==> src/rtl/regfile_write_arbiter.sv <==
// Shares the register file's single write port between two writeback
// requesters (req0 = ALU, req1 = memory load). Each requester feeds a
// one-entry hold buffer. Arbitration is round-robin, except when both holds
// target the same register: then the older entry wins so that writes to any
// register reach the write port in acceptance order.
//
// Handshake (both requesters): reqN_valid is raised with reqN_addr/reqN_data
// and all three stay stable until a clock edge where reqN_ready is also high;
// that edge is the transfer. reqN_ready is high when the hold is empty or is
// being drained by this cycle's grant, so one transfer per requester per cycle
// is possible. Transfers addressed to XZR are accepted and dropped.
module regfile_write_arbiter #(
  parameter int ADDR_W   = 5,
  parameter int DATA_W   = 64,
  parameter int ZERO_REG = 31
) (
  input  logic              clk,
  input  logic              reset,
  input  logic              req0_valid,
  input  logic [ADDR_W-1:0] req0_addr,
  input  logic [DATA_W-1:0] req0_data,
  output logic              req0_ready,
  input  logic              req1_valid,
  input  logic [ADDR_W-1:0] req1_addr,
  input  logic [DATA_W-1:0] req1_data,
  output logic              req1_ready,
  output logic              wr_en,
  output logic [ADDR_W-1:0] wr_addr,
  output logic [DATA_W-1:0] wr_data,
  input  logic [ADDR_W-1:0] chk_addr1,
  input  logic [ADDR_W-1:0] chk_addr2,
  output logic              busy1,
  output logic              busy2,
  output logic [7:0]        conflict_cnt
);

  localparam logic [ADDR_W-1:0] ZERO_ADDR = ADDR_W'(ZERO_REG);

  logic              hold0_full, hold1_full;
  logic [ADDR_W-1:0] hold0_addr, hold1_addr;
  logic [DATA_W-1:0] hold0_data, hold1_data;
  logic              rr_ptr;     // 0: req0 favoured next time round-robin applies
  logic              older_sel;  // which hold was filled first (valid when both full)

  logic grant0, grant1, rr_grant;
  logic acc0, acc1, keep0, keep1;
  logic remain0, remain1;
  logic both_full;

  assign both_full = hold0_full && hold1_full;

  // Pick one hold per cycle: a lone full hold always wins; two holds on the
  // same register go oldest-first; otherwise the round-robin pointer decides.
  always_comb begin
    grant0   = 1'b0;
    grant1   = 1'b0;
    rr_grant = 1'b0;
    if (both_full) begin
      if (hold0_addr == hold1_addr) begin
        if (older_sel) grant1 = 1'b1;
        else           grant0 = 1'b1;
      end else begin
        rr_grant = 1'b1;
        if (rr_ptr) grant1 = 1'b1;
        else        grant0 = 1'b1;
      end
    end else if (hold0_full) begin
      grant0 = 1'b1;
    end else if (hold1_full) begin
      grant1 = 1'b1;
    end
  end

  assign req0_ready = !hold0_full || grant0;
  assign req1_ready = !hold1_full || grant1;

  assign acc0  = req0_valid && req0_ready;
  assign acc1  = req1_valid && req1_ready;
  assign keep0 = acc0 && (req0_addr != ZERO_ADDR);
  assign keep1 = acc1 && (req1_addr != ZERO_ADDR);

  // A hold that stays occupied across this edge (full and not granted).
  assign remain0 = hold0_full && !grant0;
  assign remain1 = hold1_full && !grant1;

  // Hold buffer 0: load on a kept transfer, otherwise drain on grant.
  always_ff @(posedge clk or negedge reset) begin
    if (!reset) begin
      hold0_full <= 1'b0;
      hold0_addr <= '0;
      hold0_data <= '0;
    end else if (keep0) begin
      hold0_full <= 1'b1;
      hold0_addr <= req0_addr;
      hold0_data <= req0_data;
    end else if (grant0) begin
      hold0_full <= 1'b0;
    end
  end

  // Hold buffer 1: load on a kept transfer, otherwise drain on grant.
  always_ff @(posedge clk or negedge reset) begin
    if (!reset) begin
      hold1_full <= 1'b0;
      hold1_addr <= '0;
      hold1_data <= '0;
    end else if (keep1) begin
      hold1_full <= 1'b1;
      hold1_addr <= req1_addr;
      hold1_data <= req1_data;
    end else if (grant1) begin
      hold1_full <= 1'b0;
    end
  end

  // Age tracking: a hold filling next to an occupied one is the younger;
  // two holds filling together treat the load (req1) as older.
  always_ff @(posedge clk or negedge reset) begin
    if (!reset) begin
      older_sel <= 1'b0;
    end else if (keep0 && keep1) begin
      older_sel <= 1'b1;
    end else if (keep0 && remain1) begin
      older_sel <= 1'b1;
    end else if (keep1 && remain0) begin
      older_sel <= 1'b0;
    end
  end

  // Round-robin pointer moves past the requester granted under that rule.
  always_ff @(posedge clk or negedge reset) begin
    if (!reset) begin
      rr_ptr <= 1'b0;
    end else if (rr_grant) begin
      rr_ptr <= grant0;
    end
  end

  // Registered write port; address/data keep their last value when idle.
  always_ff @(posedge clk or negedge reset) begin
    if (!reset) begin
      wr_en   <= 1'b0;
      wr_addr <= '0;
      wr_data <= '0;
    end else begin
      wr_en <= grant0 || grant1;
      if (grant0) begin
        wr_addr <= hold0_addr;
        wr_data <= hold0_data;
      end else if (grant1) begin
        wr_addr <= hold1_addr;
        wr_data <= hold1_data;
      end
    end
  end

  // Saturating count of cycles where both holds are occupied.
  always_ff @(posedge clk or negedge reset) begin
    if (!reset) begin
      conflict_cnt <= 8'd0;
    end else if (both_full && (conflict_cnt != 8'hFF)) begin
      conflict_cnt <= conflict_cnt + 8'd1;
    end
  end

  // A read address is busy if any not-yet-committed write targets it.
  always_comb begin
    busy1 = (chk_addr1 != ZERO_ADDR) &&
            ((hold0_full && (chk_addr1 == hold0_addr)) ||
             (hold1_full && (chk_addr1 == hold1_addr)) ||
             (wr_en      && (chk_addr1 == wr_addr)));
    busy2 = (chk_addr2 != ZERO_ADDR) &&
            ((hold0_full && (chk_addr2 == hold0_addr)) ||
             (hold1_full && (chk_addr2 == hold1_addr)) ||
             (wr_en      && (chk_addr2 == wr_addr)));
  end

endmodule

==> config.mk <==
export PLATFORM = sky130hd
export DESIGN_NAME = regfile_write_arbiter
export DESIGN_NICKNAME = d
export VERILOG_FILES = /design/src/rtl/regfile_write_arbiter.sv
export SDC_FILE = /design/constraint.sdc
export NUM_CORES = 1
export LEC_CHECK = 0
export ABC_AREA = 1
export BUFFER_PORTS_ARGS = -buffer_cell sky130_fd_sc_hd__buf_2
export CORE_UTILIZATION = 54
export CTS_CLUSTER_DIAMETER = 120
export CTS_CLUSTER_SIZE = 12
export DETAILED_ROUTE_END_ITERATION = 10
export PLACE_DENSITY_LB_ADDON = 0.05
export SYNTH_ARGS = -nofsm -noshare
export SYNTH_HDL_FRONTEND = slang
export SYNTH_SLANG_ARGS = --single-unit
==> constraint.sdc <==
create_clock -name clk -period 2.2 [get_ports clk]
set_input_delay 0.22 -clock clk [delete_from_list [all_inputs] [get_ports clk]]
set_output_delay 0.22 -clock clk [all_outputs]
set_load 0.05 [all_outputs]
---- Word-level counts from Yosys, hierarchy flattened ----
Cells that the tools add are included.
cells by class
  reduce and logical (&&, ||, !) cells .... 34
  magnitude comparators ................... 0
  divide/modulo/power cells ............... 0
  eq/ne operators ......................... 12
  add/subtract/negate cells ............... 1
  bitwise operators ....................... 0
  $mul .................................... 0
  muxes and demuxes ....................... 24
  shift-type cells ........................ 0
operators by type and width
  operator               count
  $mux W64               2
  $eq A5 B5 Y1           7
  $mux W1                20
  $ne A5 B5 Y1 const B   4
  $logic_and A1 B1 Y1    19
  $mux W5                2
  $add A8 B1 Y8 const B  1
  $ne A8 B8 Y1 const B   1
  $logic_or A1 B1 Y1     7
  $reduce_bool A2 Y1     3
  $logic_not A1 Y1       4
  $reduce_bool A3 Y1     1
storage, ports and cells
  word-level logic and storage cells ...... 83
  flip-flop bits (word level) ............. 220
  latch bits .............................. 0
  input port bits ......................... 152
  memories ................................ 0
  output and inout bits ................... 82
  memory bits (read-only) ................. 0
  bits in writable memories ............... 0

---- Depth between registers and ports, before layout ----
Gate-level depths: netlist of the first run.
  word-level depth ........................ 10
  depth in mapped cells ................... 13
  gate-level depth less buffers ........... 11

---- Least setup slack after synthesis of the first run ----
No wires, ideal clock.
  path kind ............................... flip-flop to flip-flop
  from .................................... register conflict_cnt[0]
  to ...................................... register conflict_cnt[3]
  setup time .............................. 0.145 ns
  cell stages (with the launch flop) ...... 8
  arrival time ............................ 1.613 ns
  data required time ...................... 2.055 ns
  slack ................................... 0.442 ns
  buffers on the path ..................... 0
  period minus slack after synthesis ...... 1.758 ns
  cell sequence ........................... dfrtp_1 -> ha_1 -> inv_1 -> nor3_1 -> nand3_1 -> nand2_1 -> nor2_1 -> xor2_1
on the way
  word-level cells in the longest chain between the ends .. 2
  elaborated cells on any way between the ends .. 3
  those cells by class .................... add/sub: 1; eq/ne: 1; reduce/logical: 1
RTL lines
  item                                                                   line  text
  start: declaration                                                     34    output logic [7:0] conflict_cnt
  start signal: assignment                                               162   conflict_cnt <= conflict_cnt + 8'd1;
  parallel branches: the longest is 2 deep, another holds $add A8 B1 Y8  -
Parallel ways; which one is timed is not known.
A chain may end at the register's enable or synchronous reset.

---- Final worst setup path of the first run ----
  from .................................... register hold0_addr[0]
  to ...................................... output req1_ready
on the way
  word-level cells in the longest chain between the ends .. 4
RTL lines
  item                      line  text
  start: declaration        40    logic [ADDR_W-1:0] hold0_addr, hold1_addr;
  start signal: assignment  94    hold0_addr <= req0_addr;
  $eq A5 B5 Y1              59    if (hold0_addr == hold1_addr) begin
  $mux W1                   59
  $mux W1                   58    if (both_full) begin
  $logic_or A1 B1 Y1        75    assign req1_ready = !hold1_full || grant1;
  end: declaration          26    output logic req1_ready,
Every way passes these cells.

==> summary.log, run 1 <==
[status] run status completed
[place] number of cells after detailed placement 1,709
[global_route] aggregate global routing overflow 0
[critical_path] critical-path maximum fanout 7
[synth] ys flop type sky130_fd_sc_hd__dfrtp_1
[critical_path] critical path required time 1980 ps
[floorplanning] number of core rows 50
[critical_path] category of the most critical setup path reg -> out
[routing] first-iteration detailed-routing DRC count 598
[floorplanning] starting utilization of the core area 0.551
[global_route] met3 Usage GRT 0.0444
[sta] achievable clock frequency 459 MHz
[sta] number of hold-slack violations in the final timing report 0
[layout] area delta synth->final 34.6%
[routing] routed length per placed instance 16.4 um
[place] post-place setup slack 211 ps
[global_route] GRT Resource Usage Total 0.325
[floorplanning] chip height 140 um
[floorplanning] number of top-level pins 234
[place] Detail Placement HPWL 18,100 um
[critical_path] crit-path leading delay family simple AND/OR/NAND/NOR gates
[routing] Total Routed Length 30,900 um
[critical_path] end of the worst register-to-register path wr_data[37]$_DFFE_PN0P_
[power] power density over cell area 1360 nW/um2
[layout] sequential standard cell area 5520 um2
[sta] worst slew pin tran 737 ps
[critical_path] CP endpoint kind output pin
[critical_path] reg2reg path depth 8
[critical_path] WP buf/inv 3
[synth] Yosys cell types 32
[clock_tree] TritonCTS sink count 220
[place] RePlAce Congestion 0.934
[layout] share of cells above drive strength 1 0.197
[sta] post-route worst hold slack 10.6 ps
[critical_path] setup slack on the worst flop-to-flop path 220 ps
[global_route] initial antenna violation count 1
[layout] post-layout net count 1,802
[place] instance area at placement 11,800 um2
[sta] Final Cycle Share 0.989
[critical_path] type of origin of the critical path register
[global_route] largest net degree at the start of global routing 81
[power] Leak 7.62 nW
[critical_path] end of the critical path req1_ready
[routing] number of vias per cell after detailed routing 5.26
[critical_path] critical path data arrival time 1960 ps
[clock_tree] clock transition at the registers of the reported paths 70 ps
[critical_path] origin of the critical flop-to-flop path hold0_addr[4]$_DFFE_PN0P_
[clock_tree] clock buffers created by TritonCTS 22
[sta] Worst Slack Setup Final 23.2 ps
[critical_path] Worst Setup SP hold0_addr[0]$_DFFE_PN0P_
[sta] Final Critical Period 2180 ps
[floorplanning] die outline area 19,600 um2
[layout] Final Cell Area 13,900 um2
[synth] share of flip-flops with an asynchronous set or reset after synthesis 1.00
[routing] TritonRoute pass-1 iters 5
[worst_hold_path] HP Class in -> reg
[layout] Post-Layout Cell Count 1,886
[synth] Post-synth EDFFs 0
[sta] Setup violations, final 0
[clock_tree] maximum buffer depth of the clock tree 3
[synth] syn nets 1,441
[global_route] GR Layer Usage met1 0.436
[synth] library cell with the largest summed area after synthesis sky130_fd_sc_hd__dfrtp_1
[place] Port Buffer Count 233
[layout] area of the multi-input gates 4040 um2
[flow_run] Max Cap Viol 0
[clock_tree] cell at the root of the clock tree sky130_fd_sc_hd__clkbuf_16
[synth] flip-flop and latch count after synthesis 220
[synth] Warnings, synthesis 0
[routing] Antenna Violating Nets Remaining 0
[routing] DRC violations left 0
[clock_tree] clock tree from TritonCTS done
[synth] Syn Area/Cell 8.00 um2
[global_route] vias in the first global route 9,943
[global_route] most crowded layer after global routing met2
[routing] via count 9,921
[critical_path] worst-path cell chain inv_1, nand2_1, nand2_1, nor2_4, nand3_2, nand2_2, nand3_4, buf_4, buf_4
[global_route] GR met2 Demand/Resource 0.544
[synth] post-synthesis cell count 1,288
[clock_tree] insertion delay of the later-clocked pin in the worst-skew pair 510 ps
[sta] setup repair after global routing missed its margin true
[synth] Seq/Total Area, Yosys 0.534
[floorplanning] x dimension of the die 140 um
[synth] share of Yosys cell area claimed by the top area cell type 0.534
[worst_hold_path] worst hold path stage count 3
[power] largest vdd supply drop 760 uV
[synth] post-synth design cell area 10,300 um2
[critical_path] slowest cell delay on critical path 390 ps
[floorplanning] core outline area 18,700 um2
[layout] Filler cells 1,402
[global_route] wire length of the first global-routing pass 50,700 um
[clock_tree] CTS H-Tree Depth 1
[sta] Max Clock Skew 19.0 ps
[critical_path] Critical Path Slowest Stage Cell sky130_fd_sc_hd__dfrtp_1
[sta] pins over their slew limit 0
[critical_path] instance count on the critical path 9
[synth] top cells by area, synth sky130_fd_sc_hd__dfrtp_1 53%, sky130_fd_sc_hd__nand2_1 22%, sky130_fd_sc_hd__nand3b_1 4.7%
[sta] worst max-slew margin expressed relative to the limit 0.509
logic make-up (layout without fill, tap and decap cells):
| group | Yosys count | in the layout | synth area share |
|---|---|---|---|
| compound gates | 100 | 100 | 0.0517 |
| other cells | 0 | 2 | 0 |
| fa+ha+maj | 1 | 1 | 0.00121 |
| xor+xnor | 14 | 14 | 0.0119 |
| simple gates | 772 | 772 | 0.322 |
| flops | 220 | 220 | 0.534 |
| buf+inv | 181 | 543 | 0.0794 |
area by class of cell:
cell class                 instances  area share
antenna                            2    0.000361
clock buffer                      24      0.0417
clock inverter                     1    0.000631
inverter                         108      0.0292
multi-input combinational        887       0.291
sequential                       220       0.397
tap                              234      0.0211
timing repair buffer             410       0.219
Yosys cell counts, drive strengths merged, types with 2 or more instances:
library cell  count
a21oi             7
a221oi            2
buf              38
clkbuf           35
dfrtp           220
inv             108
nand2           597
nand3            84
nand3b           64
nand4             4
nor2             15
nor3              7
o21ai            74
o22ai            15
xnor2             6
xor2              8
per-stage QoR:
stage | TNS [ps] | total power [mW] | util
2_1_floorplan | 0 | 12.7 | -
3_3_place_gp | 0 | 14.9 | 0.630
3_5_place_dp | 0 | 15.0 | 0.630
4_1_cts | 0 | 18.7 | 0.738
5_1_grt | -88.1 | 20.0 | 0.742
6_report | 0 | 18.8 | 0.742
cells in the final DEF (no fill, tap or decap), types with 3 or more instances in the layout:
cell,count
sky130_fd_sc_hd__buf_4,29
sky130_fd_sc_hd__o21ai_1,60
sky130_fd_sc_hd__inv_1,104
sky130_fd_sc_hd__dfrtp_1,212
sky130_fd_sc_hd__xnor2_1,5
sky130_fd_sc_hd__nand3_1,79
sky130_fd_sc_hd__nand4_1,3
sky130_fd_sc_hd__nand2_2,3
sky130_fd_sc_hd__dfrtp_2,8
sky130_fd_sc_hd__a21oi_1,7
sky130_fd_sc_hd__xor2_1,8
sky130_fd_sc_hd__o22ai_1,15
sky130_fd_sc_hd__nand2_1,594
sky130_fd_sc_hd__o21ai_0,14
sky130_fd_sc_hd__nor3_1,7
sky130_fd_sc_hd__nand3b_1,64
sky130_fd_sc_hd__dlygate4sd3_1,135
sky130_fd_sc_hd__nor2_1,11
sky130_fd_sc_hd__buf_12,14
sky130_fd_sc_hd__clkbuf_16,23
sky130_fd_sc_hd__nor2_4,4
sky130_fd_sc_hd__nand3_4,4
sky130_fd_sc_hd__inv_2,4
sky130_fd_sc_hd__buf_2,229
flip-flops by register name, summed over array words and instances (netlist names):
| name | flops |
|---|---|
| rr_ptr | 1 |
| wr_addr | 5 |
| older_sel | 1 |
| hold0_full | 1 |
| conflict_cnt | 8 |
| hold1_full | 1 |
| wr_en | 1 |
| hold1_data | 64 |
| hold0_addr | 5 |
| wr_data | 64 |
| hold1_addr | 5 |
| hold0_data | 64 |
layer usage:
| metal | wire [um] | share of wire | up-vias |
|---|---|---|---|
| met5 | 0 | 0 | - |
| li1 | - | - | 4743 |
| met1 | 13100 | 0.42 | 4712 |
| met4 | 888 | 0.029 | 0 |
| met2 | 14900 | 0.48 | 396 |
| met3 | 2050 | 0.066 | 70 |
tightest hold or removal path: cells and delay by family:
kind,cells,cell delay (ps)
buffers and inverters,2,170
AO/OA/AOI/OAI,1,90
report_power, final:
group | internal (mW) | switching [mW]
clock network | 1.85 | 1.49
logic | 2.76 | 6.14
registers | 5.58 | 1.00
how the worst min path moves through the flow:
stage                 start                           to  slack (ps)
5_1_grt        req1_data[1]    hold1_data[1]$_DFFE_PN0N_          20
3_3_place_gp          reset              wr_en$_DFF_PN0_         260
2_1_floorplan         reset  conflict_cnt[0]$_DFFE_PN0P_         -80
3_5_place_dp          reset              wr_en$_DFF_PN0_         260
6_report       req0_addr[2]    hold0_addr[2]$_DFFE_PN0P_          10
4_1_cts        req1_data[1]    hold1_data[1]$_DFFE_PN0N_           1
repair_timing:
item	4_1_cts	5_1_grt
hold buffers	135	0
endpoints found under the hold margin	210	0
gates resized for setup	11	6
setup buffers	8	7
setup endpoints to repair	2	4
pin swaps	1	0
Note: power is estimated with default switching activity, not from simulation.
==> inputs of run 2 (changes only) <==
Settings changed: ABC_AREA 1 to not set, CELL_PAD_IN_SITES_DETAIL_PLACEMENT set to 0, CELL_PAD_IN_SITES_GLOBAL_PLACEMENT set to 1, CORE_UTILIZATION 54 to 43.
==> run 2 against run 1 <==
The run now ends with negative setup slack left. First-iteration DRC count down 35%. Flip-flop and latch count unchanged. Sequential power up 1%. Global-route usage down 9.1 points. Register-to-register slack worse by 240 ps. Area after synthesis down 3.1%. Final cell count down 25%. Die area up 21%. Sequential share of layout area down 0.36 points. Worst setup slack worse by 190 ps. Count of clock-buffer cells in the layout down 1. Largest power group unchanged.
==> summary.log, run 2 <==
[floorplanning] starting utilization of the core area 0.440 [was 0.551]
[critical_path] end of the worst register-to-register path hold0_data[59]$_DFFE_PN0P_ [was wr_data[37]$_DFFE_PN0P_]
[status] violations in the final reports negative setup slack
[layout] area delta synth->final 40.0% [was 34.6%]
[critical_path] origin of the critical flop-to-flop path hold0_addr[2]$_DFFE_PN0P_ [was hold0_addr[4]$_DFFE_PN0P_]
[global_route] vias in the first global route 8,113 [was 9,943]
[sta] Worst Slack Setup Final -172 ps [was 23.2 ps]
[sta] worst slew pin tran 655 ps [was 737 ps]
[place] RePlAce Congestion 0.834 [was 0.934]
[synth] share of flip-flops with an asynchronous set or reset after synthesis 1.00 [unchanged]
[routing] Detail Route met2 WL 14,300 um [was 14,900 um]
[synth] library cell with the largest summed area after synthesis sky130_fd_sc_hd__dfrtp_1 [unchanged]
[routing] Total Routed Length 28,900 um [was 30,900 um]
[layout] registers with the most flip-flops hold0_data: 64 flops, hold1_data: 64 flops, wr_data: 64 flops [unchanged]
[routing] met3 wirelength from detailed routing 1340 um [was 2050 um]
[sta] Final Critical Period 2370 ps [was 2180 ps]
[sta] pins over their slew limit 0 [unchanged]
[critical_path] reg2reg path depth 7 [was 8]
[synth] most frequent cell after synthesis sky130_fd_sc_hd__dfrtp_1 [was sky130_fd_sc_hd__nand2_1]
[clock_tree] TritonCTS sink count 220 [unchanged]
[worst_hold_path] hold wc startpoint req1_addr[2] [was req0_addr[2]]
[layout] commonest cells after routing, fill and taps aside 228 x sky130_fd_sc_hd__buf_2, 219 x sky130_fd_sc_hd__dfrtp_1, 137 x sky130_fd_sc_hd__dlygate4sd3_1 [was 594 x sky130_fd_sc_hd__nand2_1, 229 x sky130_fd_sc_hd__buf_2, 212 x sky130_fd_sc_hd__dfrtp_1]
[routing] TritonRoute pass-1 iters 6 [was 5]
[global_route] GRT Resource Usage Total 0.233 [was 0.325]
[routing] first-iteration detailed-routing DRC count 388 [was 598]
[layout] share of cells above drive strength 1 0.478 [was 0.197]
[global_route] largest net degree at the start of global routing 69 [was 81]
[clock_tree] insertion delay of the later-clocked pin in the worst-skew pair 520 ps [was 510 ps]
[flow_run] Max Cap Viol 0 [unchanged]
[sta] worst max-slew margin expressed relative to the limit 0.561 [was 0.509]
[critical_path] critical path required time 1980 ps [about the same]
[clock_tree] cell at the root of the clock tree sky130_fd_sc_hd__clkbuf_16 [unchanged]
[synth] Seq/Total Area, Yosys 0.551 [was 0.534]
[synth] share of Yosys cell area claimed by the top area cell type 0.551 [was 0.534]
[synth] Post-synth EDFFs 0 [unchanged]
[clock_tree] maximum buffer depth of the clock tree 3 [unchanged]
[worst_hold_path] terminating pin of the worst hold path hold1_addr[2]$_DFFE_PN0N_ [was hold0_addr[2]$_DFFE_PN0P_]
[worst_hold_path] worst hold path stage count 2 [was 3]
[critical_path] setup slack on the worst flop-to-flop path -20 ps [was 220 ps]
[clock_tree] clock buffers created by TritonCTS 22 [unchanged]
[sta] Final Cycle Share 1.08 [was 0.989]
[status] run status complete, but fails checks [was completed]
[global_route] wire length of the first global-routing pass 44,000 um [was 50,700 um]
[floorplanning] die outline area 23,800 um2 [was 19,600 um2]
[synth] Yosys cell types 44 [was 32]
[power] Leak 6.43 nW [was 7.62 nW]
[routing] Antenna Violating Nets Remaining 0 [unchanged]
[sta] achievable clock frequency 422 MHz [was 459 MHz]
[layout] post-layout net count 1,284 [was 1,802]
[worst_hold_path] HP Class in -> reg [unchanged]
[global_route] initial antenna violation count 2 [was 1]
[critical_path] CP endpoint kind output pin [unchanged]
[critical_path] critical-path maximum fanout 4 [was 7]
[routing] number of vias per cell after detailed routing 5.34 [was 5.26]
[clock_tree] CTS H-Tree Depth 1 [unchanged]
[place] instance area at placement 11,600 um2 [was 11,800 um2]
[clock_tree] clock tree from TritonCTS done [unchanged]
[power] power density over cell area 1370 nW/um2 [was 1360 nW/um2]
[floorplanning] core outline area 22,700 um2 [was 18,700 um2]
[critical_path] category of the most critical setup path reg -> out [unchanged]
[place] Detail Placement HPWL 17,300 um [was 18,100 um]
[synth] ys flop type sky130_fd_sc_hd__dfrtp_1 [unchanged]
[routing] routed length per placed instance 20.4 um [was 16.4 um]
[sta] setup repair after global routing missed its margin true [unchanged]
[routing] wire length on met1 12,500 um [was 13,100 um]
[routing] Top Layer Used met4 [unchanged]
[routing] via count 7,575 [was 9,921]
[critical_path] critical path data arrival time 2150 ps [was 1960 ps]
[sta] number of hold-slack violations in the final timing report 0 [unchanged]
[synth] flip-flop and latch count after synthesis 220 [unchanged]
[sta] Setup violations, final 14 [was 0]
[synth] top cells by area, synth sky130_fd_sc_hd__dfrtp_1 55%, sky130_fd_sc_hd__mux2_2 14%, sky130_fd_sc_hd__o221a_2 7.2% [was sky130_fd_sc_hd__dfrtp_1 53%, sky130_fd_sc_hd__nand2_1 22%, sky130_fd_sc_hd__nand3b_1 4.7%]
[place] post-place setup slack 72.1 ps [was 211 ps]
[place] Port Buffer Count 233 [unchanged]
[floorplanning] number of core rows 55 [was 50]
[clock_tree] clock transition at the registers of the reported paths 70 ps [about the same]
[critical_path] type of origin of the critical path register [unchanged]
[synth] post-synth design cell area 9990 um2 [was 10,300 um2]
[synth] post-synthesis cell count 733 [was 1,288]
[synth] Commonest cells post-synth 220 x sky130_fd_sc_hd__dfrtp_1, 122 x sky130_fd_sc_hd__mux2_2, 73 x sky130_fd_sc_hd__nand2_1 [was 596 x sky130_fd_sc_hd__nand2_1, 220 x sky130_fd_sc_hd__dfrtp_1, 105 x sky130_fd_sc_hd__inv_1]
[routing] DRC violations left 0 [unchanged]
[global_route] aggregate global routing overflow 0 [unchanged]
[power] Final Power 19.2 mW [was 18.8 mW]
[sta] setup TNS -586 ps [was 0 ps]
[synth] Warnings, synthesis 0 [unchanged]
[synth] Syn Area/Cell 13.6 um2 [was 8.00 um2]
[floorplanning] x dimension of the die 154 um [was 140 um]
[power] largest vdd supply drop 851 uV [was 760 uV]
[floorplanning] chip height 154 um [was 140 um]
[synth] syn nets 886 [was 1,441]
[sta] Max Clock Skew 23.5 ps [was 19.0 ps]
[layout] commonest non-fill, non-tap cell in the layout sky130_fd_sc_hd__buf_2 [was sky130_fd_sc_hd__nand2_1]
[floorplanning] number of top-level pins 234 [unchanged]
[layout] Final Cell Area 14,000 um2 [was 13,900 um2]
-- run 2: changes by cell type after synthesis, sizes merged, moves of 7 or more --
cell	delta
and3	+7
clkbuf	-14
inv	-103
mux2	+135
mux2i	+69
nand2	-524
nand3	-69
nand3b	-64
o21ai	-71
o221a	+64
o22ai	-15
xnor2	+10
xor2	+19
-- run 2: critical path: stages, from the launching register on --
cell                      delay (ps)
sky130_fd_sc_hd__dfrtp_1         420
sky130_fd_sc_hd__buf_6           150
sky130_fd_sc_hd__xor2_1          160
sky130_fd_sc_hd__nor4_2          300
sky130_fd_sc_hd__nand3_1         110
sky130_fd_sc_hd__and3_4          200
sky130_fd_sc_hd__a31oi_4         130
sky130_fd_sc_hd__buf_6           170
-- run 2: stage by stage --
| step | hold slack [ps] | cells | util |
|---|---|---|---|
| after global placement | 270 | 1234 | 0.510 |
| final | 27.0 | 1419 | 0.616 |
| after global routing | -0.0392 | 1419 | 0.616 |
| after floorplan | -75.6 | 733 | - |
| after CTS | 0.834 | 1401 | 0.601 |
| after detailed placement | 273 | 1234 | 0.510 |
-- run 2: timing repair --
action,4_1_cts,5_1_grt
setup endpoints to repair,4,181
pin swaps,10,14
hold endpoints to repair,198,0
gates cloned,0,7
setup buffers,5,9
gates resized for setup,16,25
hold buffers,137,0
-- run 2: how the worst max path moves through the flow --
stage | startpoint | endpoint | slack (ps) | cells past startpoint
detailed placement | hold0_addr[3]$_DFFE_PN0P_ | hold0_data[29]$_DFFE_PN0P_ | 70 | 6
finish | hold1_addr[4]$_DFFE_PN0N_ | busy2 | -170 | 7
floorplan | hold0_full$_DFFE_PN0P_ | busy1 | -30 | 6
global placement | hold0_addr[4]$_DFFE_PN0P_ | hold0_data[35]$_DFFE_PN0P_ | 100 | 6
global route | hold1_addr[4]$_DFFE_PN0N_ | busy2 | -240 | 7
CTS | hold0_addr[2]$_DFFE_PN0P_ | req0_ready | -150 | 7
-- run 2: cell type report --
type	instances	area, um2
fillers	1839	8720
flip-flops and latches	220	5510
multi-input cells	455	4260
repair buffers	427	3260
clock buffers	23	554
well taps	285	357
clock inverters	2	25.0
inverters	5	18.8
diodes	2	5.00
-- run 2: power breakdown --
part / internal [mW] / leakage, nW / switching [mW]
Combinational: 3.67 / 3.59 / 5.52
Sequential: 5.58 / 2.55 / 1.09
Clock: 1.78 / 0.284 / 1.51
-- run 2: cell families after synthesis --
| family | after synthesis | synth area share |
|---|---|---|
| flops | 220 | 0.551 |
| mux | 204 | 0.226 |
| buf+inv | 58 | 0.0334 |
| xor+xnor | 43 | 0.0377 |
| simple gates | 118 | 0.0537 |
| compound gates | 89 | 0.0965 |
| fa+ha+maj | 1 | 0.00125 |
-- run 2: layer usage --
| layer | GRT usage | vias up |
|---|---|---|
| met3 | 0.0403 | 47 |
| li1 | - | 3475 |
| met1 | 0.298 | 3834 |
| met2 | 0.405 | 219 |
| met4 | 0.0693 | 0 |
| met5 | 0 | - |
==> inputs of run 3 (changes only) <==
Settings changed: REMOVE_ABC_BUFFERS set to 1, TNS_END_PERCENT set to 50.
==> run 3 against run 2 <==
The run still ends with negative setup slack left. Clock skew is 8.5 ps lower. First-iteration DRC count is 16% lower. Clock power is 2% higher. Total power is 2.6% higher. Critical endpoint unchanged.
==> summary.log, run 3 (same netlist as run 2, synthesis figures left out) <==
[power] Leak 6.54 nW [was 6.43 nW]
[floorplanning] number of core rows 55 [unchanged]
[global_route] largest net degree at the start of global routing 84 [was 69]
[clock_tree] cell at the root of the clock tree sky130_fd_sc_hd__clkbuf_16 [unchanged]
[critical_path] crit-path leading delay family simple AND/OR/NAND/NOR gates [unchanged]
[sta] setup repair after global routing missed its margin true [unchanged]
[layout] post-layout net count 1,289 [was 1,284]
[critical_path] reg2reg path depth 11 [was 7]
[floorplanning] die outline area 23,800 um2 [unchanged]
[status] violations in the final reports negative setup slack [unchanged]
[critical_path] instance count on the critical path 7 [unchanged]
[power] switching part of the total power 0.420 [was 0.424]
[layout] registers with the most flip-flops hold0_data: 64 flops, hold1_data: 64 flops, wr_data: 64 flops [unchanged]
[sta] pins over their slew limit 0 [unchanged]
[global_route] wire length of the first global-routing pass 43,300 um [was 44,000 um]
[sta] number of hold-slack violations in the final timing report 0 [unchanged]
[power] largest vdd supply drop 642 uV [was 851 uV]
[sta] Final Cycle Share 1.09 [was 1.08]
[clock_tree] clock buffers created by TritonCTS 22 [unchanged]
[status] run status complete, but fails checks [unchanged]
[place] instance area at placement 11,600 um2 [about the same]
[power] power share of the combinational group 0.490 [was 0.480]
[sta] Final Critical Period 2400 ps [was 2370 ps]
[critical_path] slowest cell delay on critical path 420 ps [about the same]
[global_route] initial antenna violation count 0 [was 2]
[floorplanning] chip height 154 um [unchanged]
[worst_hold_path] hold wc startpoint req1_addr[3] [was req1_addr[2]]
[place] Detail Placement HPWL 17,200 um [was 17,300 um]
[floorplanning] starting utilization of the core area 0.440 [unchanged]
[clock_tree] maximum buffer depth of the clock tree 3 [unchanged]
[routing] first-iteration detailed-routing DRC count 325 [was 388]
[critical_path] category of the most critical setup path reg -> out [unchanged]
[layout] area delta synth->final 42.2% [was 40.0%]
[routing] met3 wirelength from detailed routing 1600 um [was 1340 um]
[critical_path] worst-path cell chain buf_6, xor2_2, nor4_2, nand3_1, and3_1, a31oi_1, buf_4 [was buf_6, xor2_1, nor4_2, nand3_1, and3_4, a31oi_4, buf_6]
[routing] routed length per placed instance 20.6 um [was 20.4 um]
[routing] Detail Route met2 WL 14,000 um [was 14,300 um]
[critical_path] type of origin of the critical path register [unchanged]
[sta] Setup violations, final 85 [was 14]
[power] power spent charging and discharging nets 8.26 mW [was 8.12 mW]
[clock_tree] CTS H-Tree Depth 1 [unchanged]
[clock_tree] insertion delay of the later-clocked pin in the worst-skew pair 500 ps [was 520 ps]
[place] RePlAce Congestion 0.812 [was 0.834]
[layout] Final Cell Area 14,200 um2 [was 14,000 um2]
[power] relative contribution of sequential cells to total power 0.339 [was 0.348]
[clock_tree] clock transition at the registers of the reported paths 60 ps [was 70 ps]
[power] Clk network pwr share 0.171 [was 0.172]
[routing] Total Routed Length 29,200 um [was 28,900 um]
[routing] number of vias per cell after detailed routing 5.40 [was 5.34]
[clock_tree] clock tree from TritonCTS done [unchanged]
[global_route] GRT Resource Usage Total 0.229 [was 0.233]
[routing] via count 7,679 [was 7,575]
[layout] commonest cells after routing, fill and taps aside 228 x sky130_fd_sc_hd__buf_2, 218 x sky130_fd_sc_hd__dfrtp_1, 137 x sky130_fd_sc_hd__dlygate4sd3_1 [was 228 x sky130_fd_sc_hd__buf_2, 219 x sky130_fd_sc_hd__dfrtp_1, 137 x sky130_fd_sc_hd__dlygate4sd3_1]
[sta] worst max-slew margin expressed relative to the limit 0.469 [was 0.561]
[floorplanning] x dimension of the die 154 um [unchanged]
[worst_hold_path] worst hold path stage count 2 [unchanged]
[critical_path] Worst Setup SP hold0_addr[0]$_DFFE_PN0P_ [was hold1_addr[4]$_DFFE_PN0N_]
[place] post-place setup slack 77.3 ps [was 72.1 ps]
[routing] Top Layer Used met4 [unchanged]
[critical_path] WP buf/inv 2 [unchanged]
[global_route] aggregate global routing overflow 0 [unchanged]
[sta] achievable clock frequency 416 MHz [was 422 MHz]
[sta] Worst Slack Setup Final -202 ps [was -172 ps]
[floorplanning] core outline area 22,700 um2 [unchanged]
[layout] share of cells above drive strength 1 0.479 [was 0.478]
[floorplanning] number of top-level pins 234 [unchanged]
[critical_path] CP endpoint kind output pin [unchanged]
[layout] Antenna Diode Count 0 [was 2]
[sta] worst slew pin tran 788 ps [was 655 ps]
[routing] TritonRoute pass-1 iters 4 [was 6]
[critical_path] critical-path maximum fanout 5 [was 4]
[global_route] vias in the first global route 8,077 [was 8,113]
[layout] commonest non-fill, non-tap cell in the layout sky130_fd_sc_hd__buf_2 [unchanged]
[power] internal power of the cells 11.4 mW [was 11.0 mW]
[critical_path] critical path required time 1980 ps [about the same]
[routing] Antenna Violating Nets Remaining 0 [unchanged]
[routing] DRC violations left 0 [unchanged]
[place] Port Buffer Count 233 [unchanged]
[routing] wire length on met1 13,100 um [was 12,500 um]
[clock_tree] TritonCTS sink count 220 [unchanged]
[worst_hold_path] HP Class in -> reg [unchanged]
[power] power density over cell area 1380 nW/um2 [was 1370 nW/um2]
[flow_run] Max Cap Viol 0 [unchanged]
[critical_path] Critical Path Slowest Stage Cell sky130_fd_sc_hd__dfrtp_1 [unchanged]
[critical_path] critical path data arrival time 2180 ps [was 2150 ps]
[sta] Max Clock Skew 15.0 ps [was 23.5 ps]
[critical_path] origin of the critical flop-to-flop path hold0_addr[4]$_DFFE_PN0P_ [was hold0_addr[2]$_DFFE_PN0P_]
==> run 3: cell count changes in the layout (fill, tap and decap cells not counted), moves of 4 or more <==
cell,change
sky130_fd_sc_hd__o221a_4,+4
sky130_fd_sc_hd__buf_6,-8
sky130_fd_sc_hd__o221a_2,-4
sky130_fd_sc_hd__clkbuf_16,+4
sky130_fd_sc_hd__buf_12,+8
==> run 3: through the flow <==
| stage | cells | hold WS (ps) | total power [mW] | setup TNS [ps] | util |
|---|---|---|---|---|---|
| after detailed placement | 1234 | 252 | 15.2 | 0 | 0.511 |
| final | 1422 | 29.8 | 19.7 | -4420 | 0.625 |
| after floorplan | 680 | -75.6 | 12.7 | -501480 | - |
| after global placement | 1234 | 241 | 14.9 | 0 | 0.511 |
| after global routing | 1422 | 22.2 | 20.6 | -16120 | 0.625 |
| after CTS | 1399 | 2.85 | 19.0 | -605 | 0.600 |
==> run 3: area by class of cell <==
type	count	area, um2
Multi-Input combinational cell	455	4290
Fill cell	1813	8510
Sequential cell	220	5510
Timing Repair Buffer	432	3440
Inverter	5	18.8
Clock buffer	24	579
Tap cell	285	357
Clock inverter	1	8.76
==> run 3: power groups by stage <==
stage	Clock, mW	Sequential (mW)	Combinational, mW
final	3.37	6.67	9.62
after global routing	3.60	6.88	10.1
after CTS	3.46	6.64	8.85
after detailed placement	0	6.68	8.53
after global placement	0	6.58	8.37
after floorplan	0	9.10	3.58
==> run 3: routing by layer <==
layer | up-vias | track usage
met4 | 0 | 0.0618
met3 | 40 | 0.0398
met5 | - | 0
li1 | 3488 | -
met1 | 3934 | 0.296
met2 | 217 | 0.397
==> run 3: path summary, 6_finish.rpt <==
check | to | slack, ps
hold / removal | hold1_addr[3]$_DFFE_PN0N_ | 30
max in group asynchronous | hold0_data[43]$_DFFE_PN0P_ | 1080
min in group asynchronous | wr_data[33]$_DFFE_PN0P_ | 260
setup reg to reg | hold1_data[25]$_DFFE_PN0N_ | -100
hold reg to reg | conflict_cnt[5]$_DFFE_PN0P_ | 500
setup / recovery | busy2 | -200
==> run 3: worst reg2reg max path, cell delays in order (launching register included) <==
cell and delay, ps:
sky130_fd_sc_hd__dfrtp_2 440, sky130_fd_sc_hd__xnor2_2 150, sky130_fd_sc_hd__buf_4 140, sky130_fd_sc_hd__nand3_2 70, sky130_fd_sc_hd__buf_6 110, sky130_fd_sc_hd__o21ai_4 60
sky130_fd_sc_hd__buf_6 130, sky130_fd_sc_hd__buf_6 130, sky130_fd_sc_hd__a31oi_4 210, sky130_fd_sc_hd__buf_6 190, sky130_fd_sc_hd__clkbuf_16 220, sky130_fd_sc_hd__mux2_2 350
==> run 3: repair_timing <==
| action | CTS | global route |
|---|---|---|
| gates cloned | 0 | 12 |
| buffers inserted | 3 | 11 |
| endpoints found under the hold margin | 194 | 0 |
| pin swaps | 9 | 14 |
| hold buffers | 137 | 0 |
| gates resized for setup | 12 | 41 |
| setup endpoints to repair | 4 | 188 |
